**src/rtl/vid_pkg.sv**
```systemverilog
// Shared types and helpers for the pixel-clock video output stage.
package vid_pkg;

  typedef enum logic [1:0] {
    WAIT_SOF,
    ARMED,
    RUN
  } state_t;

  typedef logic [23:0] pixel_t;

  // The stream carries {R,G,B}; rgb2dvi wants {R,B,G}.
  function automatic pixel_t rgb_to_rbg(input pixel_t p);
    return {p[23:16], p[7:0], p[15:8]};
  endfunction

endpackage

```
**src/rtl/vid_timing_gen.sv**
```systemverilog
// Free-running raster counters and the timing flags decoded from them.
// Flags are combinational; the consumer registers everything it drives out.
module vid_timing_gen #(
  parameter int unsigned H_ACTIVE      = 1280,
  parameter int unsigned H_FRONT_PORCH = 110,
  parameter int unsigned H_SYNC_WIDTH  = 40,
  parameter int unsigned H_BACK_PORCH  = 220,
  parameter int unsigned V_ACTIVE      = 720,
  parameter int unsigned V_FRONT_PORCH = 5,
  parameter int unsigned V_SYNC_WIDTH  = 5,
  parameter int unsigned V_BACK_PORCH  = 20
) (
  input  logic clk_i,
  input  logic rst_ni,
  output logic active_o,
  output logic hs_o,
  output logic vs_o,
  output logic frame_first_o,
  output logic frame_last_o,
  output logic line_last_o
);

  localparam int unsigned H_TOTAL  = H_ACTIVE + H_FRONT_PORCH + H_SYNC_WIDTH + H_BACK_PORCH;
  localparam int unsigned V_TOTAL  = V_ACTIVE + V_FRONT_PORCH + V_SYNC_WIDTH + V_BACK_PORCH;
  localparam int unsigned HW       = $clog2(H_TOTAL);
  localparam int unsigned VW       = $clog2(V_TOTAL);
  localparam int unsigned HS_START = H_ACTIVE + H_FRONT_PORCH;
  localparam int unsigned HS_END   = HS_START + H_SYNC_WIDTH;
  localparam int unsigned VS_START = V_ACTIVE + V_FRONT_PORCH;
  localparam int unsigned VS_END   = VS_START + V_SYNC_WIDTH;

  logic [HW-1:0] h_cnt_q, h_cnt_d;
  logic [VW-1:0] v_cnt_q, v_cnt_d;
  int unsigned   h_pos, v_pos;
  logic          h_wrap, v_wrap;

  assign h_pos  = {{(32-HW){1'b0}}, h_cnt_q};
  assign v_pos  = {{(32-VW){1'b0}}, v_cnt_q};
  assign h_wrap = (h_pos == H_TOTAL - 1);
  assign v_wrap = (v_pos == V_TOTAL - 1);

  always_comb begin
    h_cnt_d = h_cnt_q + HW'(1);
    v_cnt_d = v_cnt_q;
    if (h_wrap) begin
      h_cnt_d = '0;
      v_cnt_d = v_wrap ? '0 : v_cnt_q + VW'(1);
    end
  end

  always_ff @(posedge clk_i) begin
    if (!rst_ni) begin
      h_cnt_q <= '0;
      v_cnt_q <= '0;
    end else begin
      h_cnt_q <= h_cnt_d;
      v_cnt_q <= v_cnt_d;
    end
  end

  // vs depends only on v_cnt, which only moves at the h wrap, so vsync edges land on h_cnt==0.
  assign active_o      = (h_pos < H_ACTIVE) && (v_pos < V_ACTIVE);
  assign hs_o          = (h_pos >= HS_START) && (h_pos < HS_END);
  assign vs_o          = (v_pos >= VS_START) && (v_pos < VS_END);
  assign frame_first_o = (h_pos == 0) && (v_pos == 0);
  assign frame_last_o  = h_wrap && v_wrap;
  assign line_last_o   = (h_pos == H_ACTIVE - 1);

endmodule

```
**src/rtl/vid_stream_out.sv**
```systemverilog
// AXI4-Stream video to rgb2dvi pixel bundle: internal timing, frame-locked
// stream consumption, and resynchronisation on underflow or framing errors.
module vid_stream_out
  import vid_pkg::*;
#(
  parameter int unsigned H_ACTIVE      = 1280,
  parameter int unsigned H_FRONT_PORCH = 110,
  parameter int unsigned H_SYNC_WIDTH  = 40,
  parameter int unsigned H_BACK_PORCH  = 220,
  parameter int unsigned V_ACTIVE      = 720,
  parameter int unsigned V_FRONT_PORCH = 5,
  parameter int unsigned V_SYNC_WIDTH  = 5,
  parameter int unsigned V_BACK_PORCH  = 20,
  parameter bit          HSYNC_POL     = 1'b1,
  parameter bit          VSYNC_POL     = 1'b1
) (
  input  logic        PixelClk,
  input  logic        vid_rstn,
  input  logic [23:0] s_axis_video_tdata,
  input  logic        s_axis_video_tvalid,
  output logic        s_axis_video_tready,
  input  logic        s_axis_video_tuser,
  input  logic        s_axis_video_tlast,
  output logic [23:0] vid_pData,
  output logic        vid_pVDE,
  output logic        vid_pHSync,
  output logic        vid_pVSync,
  output logic        locked,
  output logic        underflow,
  output logic        sync_err
);

  logic   active, hs, vs, frame_first, frame_last, line_last;
  state_t state_q, state_d;
  logic   sof_beat, user_err, last_err, starved, accept;
  pixel_t pdata_q, pdata_d;
  logic   vde_q, vde_d, hsync_q, hsync_d, vsync_q, vsync_d;
  logic   locked_q, locked_d, underflow_q, underflow_d, sync_err_q, sync_err_d;

  vid_timing_gen #(
    .H_ACTIVE     (H_ACTIVE),
    .H_FRONT_PORCH(H_FRONT_PORCH),
    .H_SYNC_WIDTH (H_SYNC_WIDTH),
    .H_BACK_PORCH (H_BACK_PORCH),
    .V_ACTIVE     (V_ACTIVE),
    .V_FRONT_PORCH(V_FRONT_PORCH),
    .V_SYNC_WIDTH (V_SYNC_WIDTH),
    .V_BACK_PORCH (V_BACK_PORCH)
  ) u_timing (
    .clk_i        (PixelClk),
    .rst_ni       (vid_rstn),
    .active_o     (active),
    .hs_o         (hs),
    .vs_o         (vs),
    .frame_first_o(frame_first),
    .frame_last_o (frame_last),
    .line_last_o  (line_last)
  );

  // Framing checks are only meaningful on active cycles while running.
  assign sof_beat = s_axis_video_tvalid && s_axis_video_tuser;
  assign starved  = active && !s_axis_video_tvalid;
  assign user_err = active && sof_beat && !frame_first;
  assign last_err = active && s_axis_video_tvalid && (s_axis_video_tlast != line_last);

  always_ff @(posedge PixelClk) begin
    if (!vid_rstn) begin
      state_q <= WAIT_SOF;
    end else begin
      state_q <= state_d;
    end
  end

  always_comb begin
    state_d = state_q;
    unique case (state_q)
      WAIT_SOF: if (sof_beat) state_d = ARMED;
      ARMED:    if (frame_last) state_d = RUN;
      RUN:      if (starved || user_err || last_err) state_d = WAIT_SOF;
      default:  state_d = WAIT_SOF;
    endcase
  end

  // A misplaced SOF is left on the bus so the next WAIT_SOF can pick it up.
  always_comb begin
    accept      = 1'b0;
    pdata_d     = '0;
    vde_d       = active;
    locked_d    = 1'b0;
    underflow_d = 1'b0;
    sync_err_d  = 1'b0;
    unique case (state_q)
      WAIT_SOF: accept = active && !sof_beat;
      RUN: begin
        locked_d = 1'b1;
        if (active) begin
          if (starved) begin
            underflow_d = 1'b1;
            locked_d    = 1'b0;
          end else if (user_err) begin
            sync_err_d = 1'b1;
            locked_d   = 1'b0;
          end else if (last_err) begin
            sync_err_d = 1'b1;
            locked_d   = 1'b0;
            accept     = 1'b1;
          end else begin
            accept  = 1'b1;
            pdata_d = rgb_to_rbg(s_axis_video_tdata);
          end
        end
      end
      default: accept = 1'b0;
    endcase
  end

  assign hsync_d = hs ^ ~HSYNC_POL;
  assign vsync_d = vs ^ ~VSYNC_POL;

  always_ff @(posedge PixelClk) begin
    if (!vid_rstn) begin
      pdata_q     <= '0;
      vde_q       <= 1'b0;
      hsync_q     <= ~HSYNC_POL;
      vsync_q     <= ~VSYNC_POL;
      locked_q    <= 1'b0;
      underflow_q <= 1'b0;
      sync_err_q  <= 1'b0;
    end else begin
      pdata_q     <= pdata_d;
      vde_q       <= vde_d;
      hsync_q     <= hsync_d;
      vsync_q     <= vsync_d;
      locked_q    <= locked_d;
      underflow_q <= underflow_d;
      sync_err_q  <= sync_err_d;
    end
  end

  // Gating with reset keeps a beat from being taken on the cycle reset is sampled.
  assign s_axis_video_tready = vid_rstn && accept;
  assign vid_pData           = pdata_q;
  assign vid_pVDE            = vde_q;
  assign vid_pHSync          = hsync_q;
  assign vid_pVSync          = vsync_q;
  assign locked              = locked_q;
  assign underflow           = underflow_q;
  assign sync_err            = sync_err_q;

endmodule

```
**config.mk**
```make
export PLATFORM = sky130hd
export DESIGN_NAME = vid_stream_out
export DESIGN_NICKNAME = d
export VERILOG_FILES = /design/src/rtl/vid_pkg.sv /design/src/rtl/vid_timing_gen.sv /design/src/rtl/vid_stream_out.sv
export SDC_FILE = /design/constraint.sdc
export NUM_CORES = 1
export LEC_CHECK = 0
export BUFFER_PORTS_ARGS = -buffer_cell sky130_fd_sc_hd__buf_2
export CAP_MARGIN = 20
export CORE_MARGIN = 1.5
export CORE_UTILIZATION = 51
export CTS_CLUSTER_SIZE = 40
export DETAILED_ROUTE_END_ITERATION = 16
export GPL_TIMING_DRIVEN = 0
export HOLD_SLACK_MARGIN = 0.08
export MAX_ROUTING_LAYER = met4
export PLACE_DENSITY = 0.88
export SKIP_CTS_REPAIR_TIMING = 1
export SYNTH_ARGS = -nofsm -noshare
export SYNTH_HDL_FRONTEND = slang
export SYNTH_SLANG_ARGS = --single-unit
```
**constraint.sdc**
```tcl
create_clock -name PixelClk -period 2.79 [get_ports PixelClk]
set_input_delay 0 -clock PixelClk [delete_from_list [all_inputs] [get_ports PixelClk]]
set_output_delay 0 -clock PixelClk [all_outputs]
set_load 0.005 [all_outputs]
```
# Yosys cells after proc, flatten, opt, wreduce, memory -nomap -nowiden
# Cells that the tools add are included.
[op_classes] n_addsub=2 n_lt_le_gt_ge=6 eq_ne=9 n_mux=16 bitwise=3 reduce_logical=27
[op_table] operator="32-bit logical NOT" n=2
[op_table] operator="11-bit == test (second input constant)" n=2
[op_table] operator="11-bit less-than comparator (second input constant)" n=2
[op_table] operator="10-bit less-than comparator (second input constant)" n=2
[op_table] operator="1-bit logical AND" n=13
[op_table] operator="11-bit by 1-bit adder with 11-bit output (second input constant)" n=1
[op_table] operator="11-bit >= comparator (second input constant)" n=1
[op_table] operator="10-bit by 1-bit adder with 10-bit output (second input constant)" n=1
[op_table] operator="10-bit == test (second input constant)" n=1
[op_table] operator="10-bit >= comparator (second input constant)" n=1
[op_table] operator="1-bit 2-to-1 mux" n=10
[op_table] operator="10-bit 2-to-1 mux" n=1
[op_table] operator="2-bit 2-to-1 mux" n=3
[op_table] operator="2-bit inequality test (second input constant)" n=3
[op_table] operator="2-bit one-hot mux with 3 select lines" n=1
[op_table] operator="3-bit AND reduction" n=2
[op_table] operator="6-bit OR reduction" n=1
[op_table] operator="4-bit OR reduction" n=1
[op_table] operator="1-bit logical NOT" n=3
[op_table] operator="1-bit inverter" n=3
[op_table] operator="2-bit by 1-bit == test with 1-bit output (second input constant)" n=1
[op_table] operator="2-bit == test (second input constant)" n=1
[op_table] operator="2-bit logical NOT" n=1
[op_table] operator="1-bit logical OR" n=2
[op_table] operator="other kinds (4)" n=4
[word_totals] regBits=53 out_inout_bits=31 word_cells=73

# Depth between registers and ports, before layout
# Gate-level depths: netlist of the first run.
[depth] word_depth=9 depth_mapped=7 ltp_nobuf=7

# Cells and area by module
# From an unflattened synthesis of the first run, not the netlist that was laid out.
[unflattened] hier_cells=231 hier_area_um2=2209.6
[by_module_without_submodules] module="vid_timing_gen" n_inst=1 cells_each=146 area_per_inst_um2=1224.9
[by_module_without_submodules] module="vid_stream_out" n_inst=1 cells_each=85 area_per_inst_um2=984.7

# Least setup slack after synthesis of the first run
# No wires, ideal clock.
[synth_timing] kind="register to register" startpoint="register u_timing.v_cnt_q[3]" endpoint="register pdata_q[0], in the netlist vid_pData[0]" setup_time_ns=0.059 arrival_ns=1.868 t_required_ns=2.731 setup_slack_ns=0.863 stages_incl_launch_ff=7 n_path_buf=2 synth_period_minus_slack_ns=1.927 path_cell_list="dfxtp_1 > buf_6 > or4_4 > o41a_1 > nor3_4 > buf_6 > and2_1"
[synth_between] elab_chain_cells=5
[synth_lines] element="start, declared" line="vid_timing_gen.sv:33" text="logic [VW-1:0] v_cnt_q, v_cnt_d;"
[synth_lines] element="start signal, assigned" line="vid_timing_gen.sv:57" text="v_cnt_q <= v_cnt_d;"
[synth_lines] element="10-bit less-than comparator or 32-bit logical NOT (tied branches)" line="vid_timing_gen.sv:62, vid_timing_gen.sv:65"
[synth_lines] element="1-bit logical AND, on equally long branches" line="vid_timing_gen.sv:62, vid_timing_gen.sv:65"
[synth_lines] element="1-bit logical AND, or another cell as far along" line="vid_stream_out.sv:63" text="assign user_err = active && sof_beat && !frame_first;"
[synth_lines] element="1-bit logical AND, on equally long branches" line="vid_stream_out.sv:63, vid_stream_out.sv:64"
[synth_lines] element="6-bit OR reduction (no source line) *"
[synth_lines] element="end signal, assigned" line="vid_stream_out.sv:130" text="pdata_q <= pdata_d;"
[synth_lines] element="end, declared" line="vid_stream_out.sv:36" text="pixel_t pdata_q, pdata_d;"
# Every way passes the cells marked *; elsewhere a longest branch is shown, timed or not.
# A chain may end at the register's enable or synchronous reset.

# Worst setup path after layout of the first run
[layout_timing] startpoint="register u_timing.v_cnt_q[2]" endpoint="output port s_axis_video_tready"
[layout_between] elab_chain_cells=9
[layout_lines] element="10-bit less-than comparator or 32-bit logical NOT (tied branches)" line="vid_timing_gen.sv:62, vid_timing_gen.sv:65"
[layout_lines] element="1-bit logical AND, on equally long branches" line="vid_timing_gen.sv:62, vid_timing_gen.sv:65"
[layout_lines] element="1-bit logical AND or 1-bit logical NOT (tied branches)" line="vid_stream_out.sv:63"
[layout_lines] element="1-bit logical AND" line="vid_stream_out.sv:63"
[layout_lines] element="1-bit 2-to-1 mux" line="vid_stream_out.sv:100" text="end else if (user_err) begin"
[layout_lines] element="1-bit 2-to-1 mux" line="vid_stream_out.sv:97" text="if (starved) begin"
[layout_lines] element="1-bit 2-to-1 mux" line="vid_stream_out.sv:96" text="if (active) begin"
[layout_lines] element="1-bit one-hot mux with 2 select lines *" line="vid_stream_out.sv:92" text="unique case (state_q)"
[layout_lines] element="1-bit logical AND *" line="vid_stream_out.sv:141" text="assign s_axis_video_tready = vid_rstn && accept;"
[layout_lines] element="end, declared" line="vid_stream_out.sv:21" text="output logic s_axis_video_tready,"
# Marked as above.

==> results of run 1 <==
[state kept, by name, summed over array words and instances, names as in the netlist]
signal,cells
vid_pHSync,1
u_timing.v_cnt_q,10
vid_pVDE,1
state_q,2
locked,1
sync_err,1
u_timing.h_cnt_q,11
underflow,1
vid_pData,24
vid_pVSync,1
[per-layer routing]
layer  global-route usage  up-vias  wire length (um)
met3              0.04500       12               191
met1               0.2190      886              1975
li1                     -      921                 -
met2               0.3391       61              2878
met5                    -        -                 0
met4              0.03827        0               137
[worst max-delay path, stage by stage (launching register included)]
cell and delay (ns):
dfxtp_1 0.31, clkbuf_1 0.18, nor4_1 0.33, nand3_1 0.16
nor4_1 0.32, a21oi_1 0.11, a2111oi_0 0.39, buf_2 0.19
[metrics by stage]
step	power, W	hold slack (ns)
3_5_place_dp	0.0008371	0.2031
2_1_floorplan	0.0008095	0.1217
5_1_grt	0.001412	0.1553
6_report	0.001367	0.1256
3_3_place_gp	0.0008350	0.1988
4_1_cts	0.001341	-0.1184
[kinds of logic (layout without fill, tap and decap cells)]
logic type | after synthesis | in the layout | synth area share
and+or+nand+nor | 112 | 112 | 0.2867
DFF | 53 | 53 | 0.5054
AOI/OAI and AO/OA | 15 | 15 | 0.05125
buffers and inverters | 14 | 106 | 0.03576
xor gates and xnor gates | 19 | 19 | 0.07926
adders and majority gates | 7 | 7 | 0.04171
[path summary, 6_finish.rpt]
path	from	depth (start not counted)	end	slack (ns)
hold reg to reg	u_timing.v_cnt_q[1]	2	u_timing.v_cnt_q[1]	0.51
setup / recovery	u_timing.v_cnt_q[2]	7	s_axis_video_tready	0.50
hold / removal	s_axis_video_tuser	5	state_q[0]	0.13
setup reg to reg	u_timing.v_cnt_q[2]	7	vid_pData[3]	0.58
[report_power, final]
part | total [W] | internal, W | switching (W) | leakage (nW)
Sequential | 0.000768 | 0.000761 | 0.00000674 | 0.428
Combinational | 0.0000818 | 0.0000495 | 0.0000323 | 0.763
Clock | 0.000517 | 0.000270 | 0.000248 | 0.0554
Total | 0.00137 | 0.00108 | 0.000287 | 1.25
[layout make-up]
type | count | area [sq um] | area share
Inverter | 9 | 33.78 | 0.01198
Clock inverter | 2 | 38.79 | 0.01376
Clock buffer | 6 | 72.57 | 0.02574
Buffer | 5 | 41.29 | 0.01465
Timing Repair Buffer | 84 | 545.5 | 0.1935
Tap cell | 50 | 62.56 | 0.02219
Multi-Input combinational cell | 153 | 963.4 | 0.3418
Sequential cell | 53 | 1061 | 0.3764
[cell usage in the layout (no fill, tap or decap), types with 7 or more instances in the layout]
master / count
nand2_1: 14
dlygate4sd3_1: 25
ha_1: 7
dfxtp_1: 53
nor2_1: 30
xor2_1: 12
buf_2: 59
nand3_1: 8
nand4_1: 9
inv_1: 9
and2_1: 25
xnor2_1: 7
==> results_tabular.tex, run 1 <==
\begin{tabular}{lr}
\hline
Metric & Value \\
\hline
\multicolumn{2}{l}{\textbf{Drt}} \\
Post-detailed-routing wire length & 5182 um \\
Average vias per placed instance & 5.193 \\
Number of DRC violations after detailed routing & 0 \\
Antenna-violating nets left & 0 \\
Number of iterations in the first detailed-routing pass & 4 \\
Total number of vias & 1,880 \\
Average detailed-routed wire length per instance & 14.31 um \\
Initial DRC Count & around 130 \\
\multicolumn{2}{l}{\textbf{Timing}} \\
Worst Max-Slew Pin Slew & 0.8063 ns \\
Final worst path period need & 2.288 ns \\
Final setup margin & approximately 0.5 ns \\
Count of endpoints failing setup in the final report & 0 \\
Final max-slew violation count & 0 \\
Fin. Hold Viols & 0 \\
Maximum clock rate & 437.0 MHz \\
Slew HR & 0.4583 \\
Post-route fraction of the period consumed by the critical path & 0.8201 \\
Sum of negative setup slack & 0 ns \\
Clock skew & 0.01033 ns \\
Unrepaired setup endpoints after global routing & false \\
\multicolumn{2}{l}{\textbf{Critical path}} \\
Sort of element at the end of the critical path & output pin \\
Data arrival time of the worst path & around 2.3 ns \\
Maximum fanout count along the critical path & 8 \\
Type of origin of the critical path & flip-flop \\
Type of the worst setup path & flip-flop to output pin \\
Worst Path Required & about 2.8 ns \\
\multicolumn{2}{l}{\textbf{Logic synthesis}} \\
Top cell type's share of synthesized area & 0.5054 \\
Fraction of the yosys area taken by sequential cells & 0.5054 \\
Synth Area per Inst & 9.543 sq um \\
Proportion of register bits with asynchronous set or reset after synthesis & 0 \\
Seq cells post-synth & 53 \\
Number of enable flip-flop cells after synthesis & 0 \\
Summed instance area of the synthesized netlist & $\sim$2100 sq um \\
Synth cell count leaders & 53 x dfxtp\_1, 30 x nor2\_1, 25 x and2\_1, 14 x nand2\_1, 12 x xor2\_1 \\
Synthesized netlist net count & 256 \\
Most repeated cell in the gate-level netlist after synthesis & dfxtp\_1 \\
Largest cells by area after synthesis & dfxtp\_1 51\%, and2\_1 7.4\%, nor2\_1 5.4\% \\
Synth warn & 0 \\
Post-Synthesis Cells & 220 \\
Number of different library cells in the post-synthesis netlist & 34 \\
Library cell with the largest summed area after synthesis & dfxtp\_1 \\
Primary FF master, synth & dfxtp\_1 \\
\multicolumn{2}{l}{\textbf{Clock network}} \\
Insertion delay of the later-clocked pin in the worst-skew pair & around 0.3 ns \\
Number of buffers on the longest clock path & 2 \\
Total clock buffers created by CTS & 5 \\
H-Tree Depth & 2 \\
Clock tree sinks & 53 \\
Clock input transition at the sequential cells of the worst setup and hold paths & 0.10 ns \\
TritonCTS clock tree & yes \\
Clock root buffer & clkbuf\_8 \\
\multicolumn{2}{l}{\textbf{Place}} \\
Global placer's final weighted congestion & 0.8322 \\
Number of cells after detailed placement & $\sim$330 \\
Total cell area at the placement stage & 2457 sq um \\
HPWL reported at the end of detailed placement & between 3000 and 4000 um \\
Count of buffers inserted at the top-level ports & 59 \\
Dpl ws & 0.6341 ns \\
\multicolumn{2}{l}{\textbf{Finish}} \\
Layout cell share with drive strength beyond 1 & 0.2340 \\
Total non-filler cell area in the finished layout & $\sim$2800 sq um \\
Total Nets Final & 347 \\
Antenna fix cells & 0 \\
Synthesis-to-finish area growth & 34.27\% \\
Count of filler cells inserted in the layout & 298 \\
Final Util & 0.7098 \\
Count of placed standard cells in the final layout, fillers left out & 362 \\
\multicolumn{2}{l}{\textbf{Run}} \\
Maximum capacitance violations & 0 \\
\multicolumn{2}{l}{\textbf{Global route}} \\
Via count of the first global-routing pass & between 1,000 and 1,500 \\
First-pass GRT wire length & 6396 um \\
Antenna violations before repair & 0 \\
Overall global routing resource usage & 0.1906 \\
Maximum number of pins on one net before global-route repair & 17 \\
Global-route congestion overflow total & 0 \\
\multicolumn{2}{l}{\textbf{Hold path}} \\
HP Class & input port to flip-flop \\
\multicolumn{2}{l}{\textbf{Power}} \\
Standby leakage power & 1.246 nW \\
Highest ir drop seen on vdd & 0.4363 mV \\
PwrDens & 485.0 nW/um\^{}2 \\
\multicolumn{2}{l}{\textbf{Floorplanning}} \\
Initial cell density of the core & 0.5287 \\
Chip width & between 60 and 70 um \\
Die Outline Area & 4510 sq um \\
Placement row count & 23 \\
Die height & 67.16 um \\
Core Area & 3971 sq um \\
IO Pins & 60 \\
\multicolumn{2}{l}{\textbf{Outcome}} \\
Result of the run & complete, no violations \\
\hline
\end{tabular}
No activity file was read; power rests on OpenSTA's default activity.
==> inputs of run 2 (changes only) <==
ABC_AREA = 1   (was default)
CORE_UTILIZATION = 47   (was 51)
PLACE_DENSITY = 0.84   (was 0.88)
clock period = 2 ns   (was 2.79 ns; I/O delays follow)
==> run 2 against run 1 <==
Clock skew shrank 0.00072 ns. Critical path depth grew 1. Via count grew 24%. Highest routed layer unchanged.
==> results_tabular.tex, run 2 <==
\begin{tabular}{lr}
\hline
Metric & Value \\
\hline
\multicolumn{2}{l}{\textbf{Power}} \\
Switch share & 0.2473 (+0.03755) \\
PwrDens & 608.6 nW/um\^{}2 (+25\%) \\
Standby leakage power & 1.539 nW (+24\%) \\
Part of the power in registers & 0.577 (+0.015) \\
Internal Power & 0.001411 W (+31\%) \\
Highest ir drop seen on vdd & 0.3174 mV (-27\%) \\
Combinational cell fraction of total power & 0.097 (+0.037) \\
Clock network power share & 0.326 (-0.052) \\
Net load switching power & 0.0004636 W (+62\%) \\
Post-route total power & 0.001875 W (+37\%) \\
\multicolumn{2}{l}{\textbf{Floorplanning}} \\
Die height & 73.77 um (+9.8\%) \\
Die Outline Area & 5441 sq um (+21\%) \\
Chip width & 73.77 um (+9.8\%) \\
Core Area & 4786 sq um (+21\%) \\
Initial cell density of the core & 0.4918 (-0.03691) \\
Placement row count & 25 (+8.7\%) \\
IO Pins & 60 (unchanged) \\
\multicolumn{2}{l}{\textbf{Place}} \\
Global placer's final weighted congestion & 0.9211 (+11\%) \\
HPWL reported at the end of detailed placement & 3789 um (+21\%) \\
Count of buffers inserted at the top-level ports & 59 (unchanged) \\
\multicolumn{2}{l}{\textbf{Timing}} \\
Post-route fraction of the period consumed by the critical path & 0.8914 \\
Final worst path period need & roughly 1.8 ns \\
Count of endpoints failing setup in the final report & 0 (unchanged) \\
Final max-slew violation count & 0 (unchanged) \\
Worst Max-Slew Pin Slew & 0.5197 ns (-0.2866 ns) \\
Sum of negative setup slack & 0 ns (unchanged) \\
Fin. Hold Viols & 0 (unchanged) \\
Maximum clock rate & approximately 560 MHz \\
Slew HR & 0.6503 (+0.1920) \\
Unrepaired setup endpoints after global routing & false \\
Clock skew & 0.009607 ns (-0.0007238 ns) \\
\multicolumn{2}{l}{\textbf{Finish}} \\
Antenna fix cells & 0 (unchanged) \\
Count of filler cells inserted in the layout & 367 (+23\%) \\
Total Nets Final & 445 (+28\%) \\
Highest-count cells in the layout ignoring fill and taps & 60 x inv\_1, 60 x buf\_2, 54 x nor2\_1 \\
Layout cell share with drive strength beyond 1 & 0.2098 (-0.02422) \\
Number of flip-flops under the largest register name & 24 (unchanged) \\
Synthesis-to-finish area growth & 30.89\% \\
\multicolumn{2}{l}{\textbf{Run}} \\
Maximum capacitance violations & 0 (unchanged) \\
\multicolumn{2}{l}{\textbf{Logic synthesis}} \\
Top cell type's share of synthesized area & 0.4508 (-0.05454) \\
Proportion of register bits with asynchronous set or reset after synthesis & 0 (unchanged) \\
Most repeated cell in the gate-level netlist after synthesis & inv\_1 \\
Library cell with the largest summed area after synthesis & dfxtp\_1 \\
Primary FF master, synth & dfxtp\_1 \\
Seq cells post-synth & 53 (unchanged) \\
Fraction of the yosys area taken by sequential cells & 0.4508 (-0.05454) \\
Number of enable flip-flop cells after synthesis & 0 (unchanged) \\
Number of different library cells in the post-synthesis netlist & 29 (-15\%) \\
Synth cell count leaders & 60 x inv\_1, 54 x nor2\_1, 53 x dfxtp\_1, 51 x nand2\_1, 14 x nand3\_1 \\
Synth Area per Inst & 7.424 sq um (-22\%) \\
Largest cells by area after synthesis & dfxtp\_1 45\%, inv\_1 9.6\%, nor2\_1 8.6\% \\
Post-Synthesis Cells & 317 (+44\%) \\
Synthesized netlist net count & 353 (+38\%) \\
Synth warn & 0 (unchanged) \\
Summed instance area of the synthesized netlist & 2354 sq um (+12\%) \\
\multicolumn{2}{l}{\textbf{Global route}} \\
First-pass GRT wire length & 8038 um (+26\%) \\
Via count of the first global-routing pass & 1,900 (+28\%) \\
Met2 global-route usage & 0.3123 (-0.02680) \\
GR met3 Demand/Resource & 0.05213 (+0.007126) \\
Overall global routing resource usage & 0.1971 (+0.006406) \\
Antenna violations before repair & 0 (unchanged) \\
Met1 track demand over resource in global routing & 0.2388 (+0.01980) \\
Global route hottest layer & met2 \\
Maximum number of pins on one net before global-route repair & 17 (unchanged) \\
Global-route congestion overflow total & 0 (unchanged) \\
\multicolumn{2}{l}{\textbf{Clock network}} \\
Insertion delay of the later-clocked pin in the worst-skew pair & 0.31 ns (about the same) \\
Clock tree sinks & 53 (unchanged) \\
Clock input transition at the sequential cells of the worst setup and hold paths & 0.10 ns (about the same) \\
Clock root buffer & clkbuf\_8 \\
Number of buffers on the longest clock path & 2 (unchanged) \\
Total clock buffers created by CTS & 5 (unchanged) \\
H-Tree Depth & 2 (unchanged) \\
TritonCTS clock tree & yes \\
\multicolumn{2}{l}{\textbf{Critical path}} \\
Data arrival time of the worst path & 2.02 ns (-0.27 ns) \\
Type of origin of the critical path & flip-flop \\
Worst Path Required & 2.24 ns (-0.55 ns) \\
Type of the worst setup path & flip-flop to flip-flop \\
Maximum fanout count along the critical path & 10 (+2) \\
Sort of element at the end of the critical path & flip-flop \\
\multicolumn{2}{l}{\textbf{Drt}} \\
Total number of vias & 2,336 (+24\%) \\
Average vias per placed instance & 4.897 (-5.7\%) \\
Antenna-violating nets left & 0 (unchanged) \\
Average detailed-routed wire length per instance & 12.50 um (-13\%) \\
Number of DRC violations after detailed routing & 0 (unchanged) \\
Initial DRC Count & 172 (+29\%) \\
Number of iterations in the first detailed-routing pass & 4 (unchanged) \\
Post-detailed-routing wire length & 5962 um (+15\%) \\
\multicolumn{2}{l}{\textbf{Hold path}} \\
HP Class & input port to flip-flop \\
\multicolumn{2}{l}{\textbf{Outcome}} \\
Result of the run & complete, no violations \\
\hline
\end{tabular}
## run 2: cell types whose count changed after synthesis, moves of 3 or more
cell	previous run	this run
nand3_2	0	3
a21oi_1	3	11
xnor2_1	7	1
and2_1	25	0
nand3_1	8	14
nand4_1	9	13
xor2_1	12	6
nor2_2	0	5
nand2_1	14	51
nor3_1	5	13
inv_1	9	60
inv_2	0	3
and3_1	5	0
nor2_1	30	54
## run 2: power by group through the flow
stage               Clock, W  Combinational (W)  Sequential, W
finish              0.000611           0.000182        0.00108
global route        0.000665           0.000205        0.00108
CTS                 0.000610           0.000137        0.00108
detailed placement         0           0.000134        0.00111
global placement           0           0.000129        0.00111
floorplan                  0          0.0000807        0.00111
## run 2: cell families (layout without fill, tap and decap cells)
logic type                 count (synthesis)  after routing  share of synthesized area
xor gates and xnor gates                   7              7                    0.02605
adders and majority gates                  7              7                    0.03721
AOI/OAI and AO/OA                         21             21                    0.05104
and+or+nand+nor                          162            162                     0.3211
DFF                                       53             53                     0.4508
buffers and inverters                     67            160                     0.1138
## run 2: layout make-up
| cell class | count | area [sq um] | share of cell area |
|---|---|---|---|
| flip-flops and latches | 53 | 1061 | 0.3444 |
| multi-input cells | 197 | 1025 | 0.3327 |
| repair buffers | 85 | 555.5 | 0.1803 |
| inverters | 64 | 240.2 | 0.07799 |
| well taps | 67 | 83.83 | 0.02721 |
| clock buffers | 6 | 72.57 | 0.02356 |
| plain buffers | 3 | 27.53 | 0.008936 |
| clock inverters | 2 | 15.01 | 0.004874 |
## run 2: path summary, 6_finish.rpt
path / start / to / slack (ns) / depth (start not counted)
max: u_timing.h_cnt_q[0] / vid_pData[17] / 0.22 / 8
min: s_axis_video_tlast / sync_err / 0.1 / 5
max reg2reg: u_timing.h_cnt_q[0] / vid_pData[17] / 0.22 / 8
min reg2reg: u_timing.h_cnt_q[0] / u_timing.h_cnt_q[0] / 0.49 / 1
## run 2: routing by layer
layer,part of all wire,vias up
li1,-,1169
met1,0.39,1048
met2,0.52,96
met3,0.052,23
met4,0.036,0
met5,0,-
## run 2: worst max-delay path: stages (launching register included)
cell	delay [ns]
dfxtp_1	0.42
ha_1	0.24
nand3_2	0.12
nor2_2	0.20
nand4_1	0.14
nand3_2	0.14
nand4_4	0.15
buf_6	0.19
nor2_1	0.12
## run 2: metrics by stage
| step | instance area [sq um] | hold WS [ns] | util | std cells | setup WS (ns) |
|---|---|---|---|---|---|
| after global routing | 3080 | 0.1366 | 0.6437 | 477 | 0.06622 |
| after floorplan | 2354 | 0.09763 | - | 317 | 0.5247 |
| after detailed placement | 2733 | 0.2178 | 0.5710 | 443 | 0.3117 |
| final | 3080 | 0.09953 | 0.6437 | 477 | 0.2172 |
| after CTS | 2820 | -0.1134 | 0.5893 | 451 | 0.2568 |
| after global placement | 2733 | 0.2128 | 0.5710 | 443 | 0.3525 |
==> inputs of run 3 (changes only) <==
ABC_CLOCK_PERIOD_IN_PS = 2000   (was default)
CELL_PAD_IN_SITES_DETAIL_PLACEMENT = 1   (was default)
CELL_PAD_IN_SITES_GLOBAL_PLACEMENT = 1   (was default)
CORE_UTILIZATION = 34   (was 47)
PLACE_DENSITY = 0.85   (was 0.84)
==> run 3 against run 2 <==
Sequential power is essentially flat. Utilization fell by 18 points. Sequential share of layout area fell by 0.44 points. Setup slack got worse by 0.17 ns. Clock power up 26%. Hold slack gained 0.043 ns. Clock-buffer cell count did not move. Largest power group unchanged.
==> results_tabular.tex, run 3 (synthesized netlist as in run 2, its figures left out) <==
\begin{tabular}{lr}
\hline
Metric & Value \\
\hline
\multicolumn{2}{l}{\textbf{Outcome}} \\
Result of the run & complete, no violations \\
\multicolumn{2}{l}{\textbf{Timing}} \\
Final setup margin & 0.04873 ns (-0.1685 ns) \\
Post-route fraction of the period consumed by the critical path & 0.9756 (+0.08425) \\
Maximum clock rate & 512.5 MHz (-8.6\%) \\
Fin. Hold Viols & 0 (unchanged) \\
Worst Max-Slew Pin Slew & 0.8198 ns (+0.3001 ns) \\
Clock skew & 0.008760 ns (-0.0008471 ns) \\
Count of endpoints failing setup in the final report & 0 (unchanged) \\
Final worst path period need & 1.951 ns (+0.1685 ns) \\
Slew HR & 0.4484 (-0.2019) \\
Final max-slew violation count & 0 (unchanged) \\
\multicolumn{2}{l}{\textbf{Critical path}} \\
Reg-to-reg endpoint & u\_timing.h\_cnt\_q[10] \\
Cell with the biggest individual delay on the critical path & nor4\_1 \\
Type of the worst setup path & flip-flop to flip-flop \\
Type of origin of the critical path & flip-flop \\
Delay of the slowest cell on the worst path & 0.65 ns (+0.23 ns) \\
Worst Path Required & 2.23 ns (about the same) \\
Data arrival time of the worst path & 2.18 ns (+0.16 ns) \\
Sort of element at the end of the critical path & flip-flop \\
Reg2Reg Depth & 5 (-3) \\
Worst r2r src & u\_timing.h\_cnt\_q[0] \\
Worst setup slack for register-to-register paths & 0.05 ns (-0.17 ns) \\
CP Cell Sequence & ha\_1 > nand3\_2 > nor4\_1 > nand2\_1 > a21oi\_1 \\
Maximum fanout count along the critical path & 5 (-5) \\
\multicolumn{2}{l}{\textbf{Power}} \\
Net load switching power & 0.0004977 W (+7.3\%) \\
Highest ir drop seen on vdd & 0.2591 mV (-18\%) \\
Standby leakage power & 1.557 nW (+1.2\%) \\
Internal Power & 0.001540 W (+9.2\%) \\
Post-route total power & 0.002038 W (+8.7\%) \\
Part of the power in registers & 0.531 (-0.046) \\
Switch share & 0.2442 (-0.003111) \\
Clock network power share & 0.377 (+0.051) \\
PwrDens & 653.1 nW/um\^{}2 (+7.3\%) \\
Combinational cell fraction of total power & 0.091 (-0.006) \\
\multicolumn{2}{l}{\textbf{Clock network}} \\
Clock tree sinks & 53 (unchanged) \\
Clock input transition at the sequential cells of the worst setup and hold paths & 0.11 ns (about the same) \\
Clock root buffer & clkbuf\_8 \\
H-Tree Depth & 2 (unchanged) \\
Number of buffers on the longest clock path & 2 (unchanged) \\
TritonCTS clock tree & yes \\
Total clock buffers created by CTS & 5 (unchanged) \\
Insertion delay of the later-clocked pin in the worst-skew pair & 0.32 ns (about the same) \\
\multicolumn{2}{l}{\textbf{Finish}} \\
Count of placed standard cells in the final layout, fillers left out & 490 (+2.7\%) \\
Total Nets Final & 445 (unchanged) \\
Synthesis-to-finish area growth & 32.59\% \\
Highest-count cells in the layout ignoring fill and taps & 60 x inv\_1, 60 x buf\_2, 54 x nor2\_1 \\
Number of flip-flops under the largest register name & 24 (unchanged) \\
Total non-filler cell area in the finished layout & 3120 sq um (+1.3\%) \\
Count of filler cells inserted in the layout & 865 (+140\%) \\
Layout cell share with drive strength beyond 1 & 0.2098 (unchanged) \\
Antenna fix cells & 0 (unchanged) \\
\multicolumn{2}{l}{\textbf{Drt}} \\
Initial DRC Count & 129 (-25\%) \\
Number of iterations in the first detailed-routing pass & 4 (unchanged) \\
Total number of vias & 2,439 (+4.4\%) \\
Post-detailed-routing wire length & 8003 um (+34\%) \\
Average vias per placed instance & 4.978 (+1.6\%) \\
Average detailed-routed wire length per instance & 16.33 um (+31\%) \\
Antenna-violating nets left & 0 (unchanged) \\
Number of DRC violations after detailed routing & 0 (unchanged) \\
\multicolumn{2}{l}{\textbf{Floorplanning}} \\
Die height & 86.20 um (+17\%) \\
Chip width & 86.20 um (+17\%) \\
Core Area & 6756 sq um (+41\%) \\
IO Pins & 60 (unchanged) \\
Initial cell density of the core & 0.3483 (-0.1434) \\
Placement row count & 30 (+20\%) \\
Die Outline Area & 7430 sq um (+37\%) \\
\multicolumn{2}{l}{\textbf{Global route}} \\
Global-route congestion overflow total & 0 (unchanged) \\
Antenna violations before repair & 0 (unchanged) \\
Met2 global-route usage & 0.3236 (+0.01124) \\
Overall global routing resource usage & 0.1756 (-0.02144) \\
First-pass GRT wire length & 10,310 um (+28\%) \\
Global route hottest layer & met2 \\
GR met3 Demand/Resource & 0.01524 (-0.03689) \\
Via count of the first global-routing pass & 2,322 (+22\%) \\
Met1 track demand over resource in global routing & 0.1972 (-0.04161) \\
Maximum number of pins on one net before global-route repair & 17 (unchanged) \\
\multicolumn{2}{l}{\textbf{Place}} \\
Dpl ws & 0.2342 ns (-0.07747 ns) \\
HPWL reported at the end of detailed placement & 4689 um (+24\%) \\
Total cell area at the placement stage & 2749 sq um (+0.60\%) \\
Count of buffers inserted at the top-level ports & 59 (unchanged) \\
Number of cells after detailed placement & 456 (+2.9\%) \\
Global placer's final weighted congestion & 0.8929 (-3.1\%) \\
\multicolumn{2}{l}{\textbf{Hold path}} \\
HP Class & input port to flip-flop \\
Cells on Worst Hold Path & 5 (unchanged) \\
HP Start & s\_axis\_video\_tlast \\
Endpoint, Worst Hold & sync\_err \\
\multicolumn{2}{l}{\textbf{Run}} \\
Maximum capacitance violations & 0 (unchanged) \\
\hline
\end{tabular}
==> run 3: changes by cell type in the layout (fill, tap and decap cells not counted), sizes merged <==
| cell | previous run | this run |
|---|---|---|
| clkinvlp | 2 | 0 |
| bufinv | 0 | 1 |
| clkinv | 1 | 2 |
==> run 3: worst max path at each step <==
stage / slack, ns / depth (start not counted) / to / startpoint
after floorplan: 0.52 / 9 / vid_pData[12] / u_timing.h_cnt_q[0]
after global placement: 0.32 / 9 / vid_pData[17] / u_timing.h_cnt_q[0]
after detailed placement: 0.23 / 9 / vid_pData[23] / u_timing.h_cnt_q[0]
after CTS: 0.17 / 9 / s_axis_video_tready / u_timing.v_cnt_q[0]
after global routing: -0.1 / 6 / u_timing.h_cnt_q[10] / u_timing.h_cnt_q[0]
final: 0.05 / 5 / u_timing.h_cnt_q[10] / u_timing.h_cnt_q[0]
==> run 3: area by class of cell <==
type | count | area, sq um | area share
clock inverters | 2 | 38.79 | 0.01243
clock buffers | 6 | 72.57 | 0.02326
well taps | 80 | 100.1 | 0.03208
plain buffers | 3 | 27.53 | 0.008821
repair buffers | 85 | 555.5 | 0.1780
inverters | 64 | 240.2 | 0.07698
multi-input cells | 197 | 1025 | 0.3284
flip-flops and latches | 53 | 1061 | 0.3400
==> run 3: metal layers <==
metal	up-vias	wire length (um)
li1	1172	-
met1	1179	3152
met2	64	4317
met3	24	221
met4	0	312
met5	-	0
==> run 3: per-stage QoR <==
step           setup TNS, ns    util  hold slack (ns)
2_1_floorplan              0       -          0.09763
4_1_cts                    0  0.4233          -0.1112
3_5_place_dp               0  0.4069           0.2205
3_3_place_gp               0  0.4069           0.2140
5_1_grt              -0.2406  0.4619           0.1737
6_report                   0  0.4619           0.1424
==> run 3: worst max-delay path: cells and delay by family (launching register included) <==
| kind | cells | cell delay [ns] |
|---|---|---|
| AND/OR/NAND/NOR | 3 | 0.93 |
| adder cells (fa/ha/maj) | 1 | 0.25 |
| flip-flops | 1 | 0.43 |
| AO/OA/AOI/OAI | 1 | 0.25 |
==> run 3: power by group through the flow <==
stage | Clock, W | Combinational (W) | Sequential (W)
finish | 0.000769 | 0.000186 | 0.00108
global placement | 0 | 0.000132 | 0.00111
global route | 0.000830 | 0.000207 | 0.00109
detailed placement | 0 | 0.000138 | 0.00111
floorplan | 0 | 0.0000807 | 0.00111
CTS | 0.000753 | 0.000142 | 0.00108
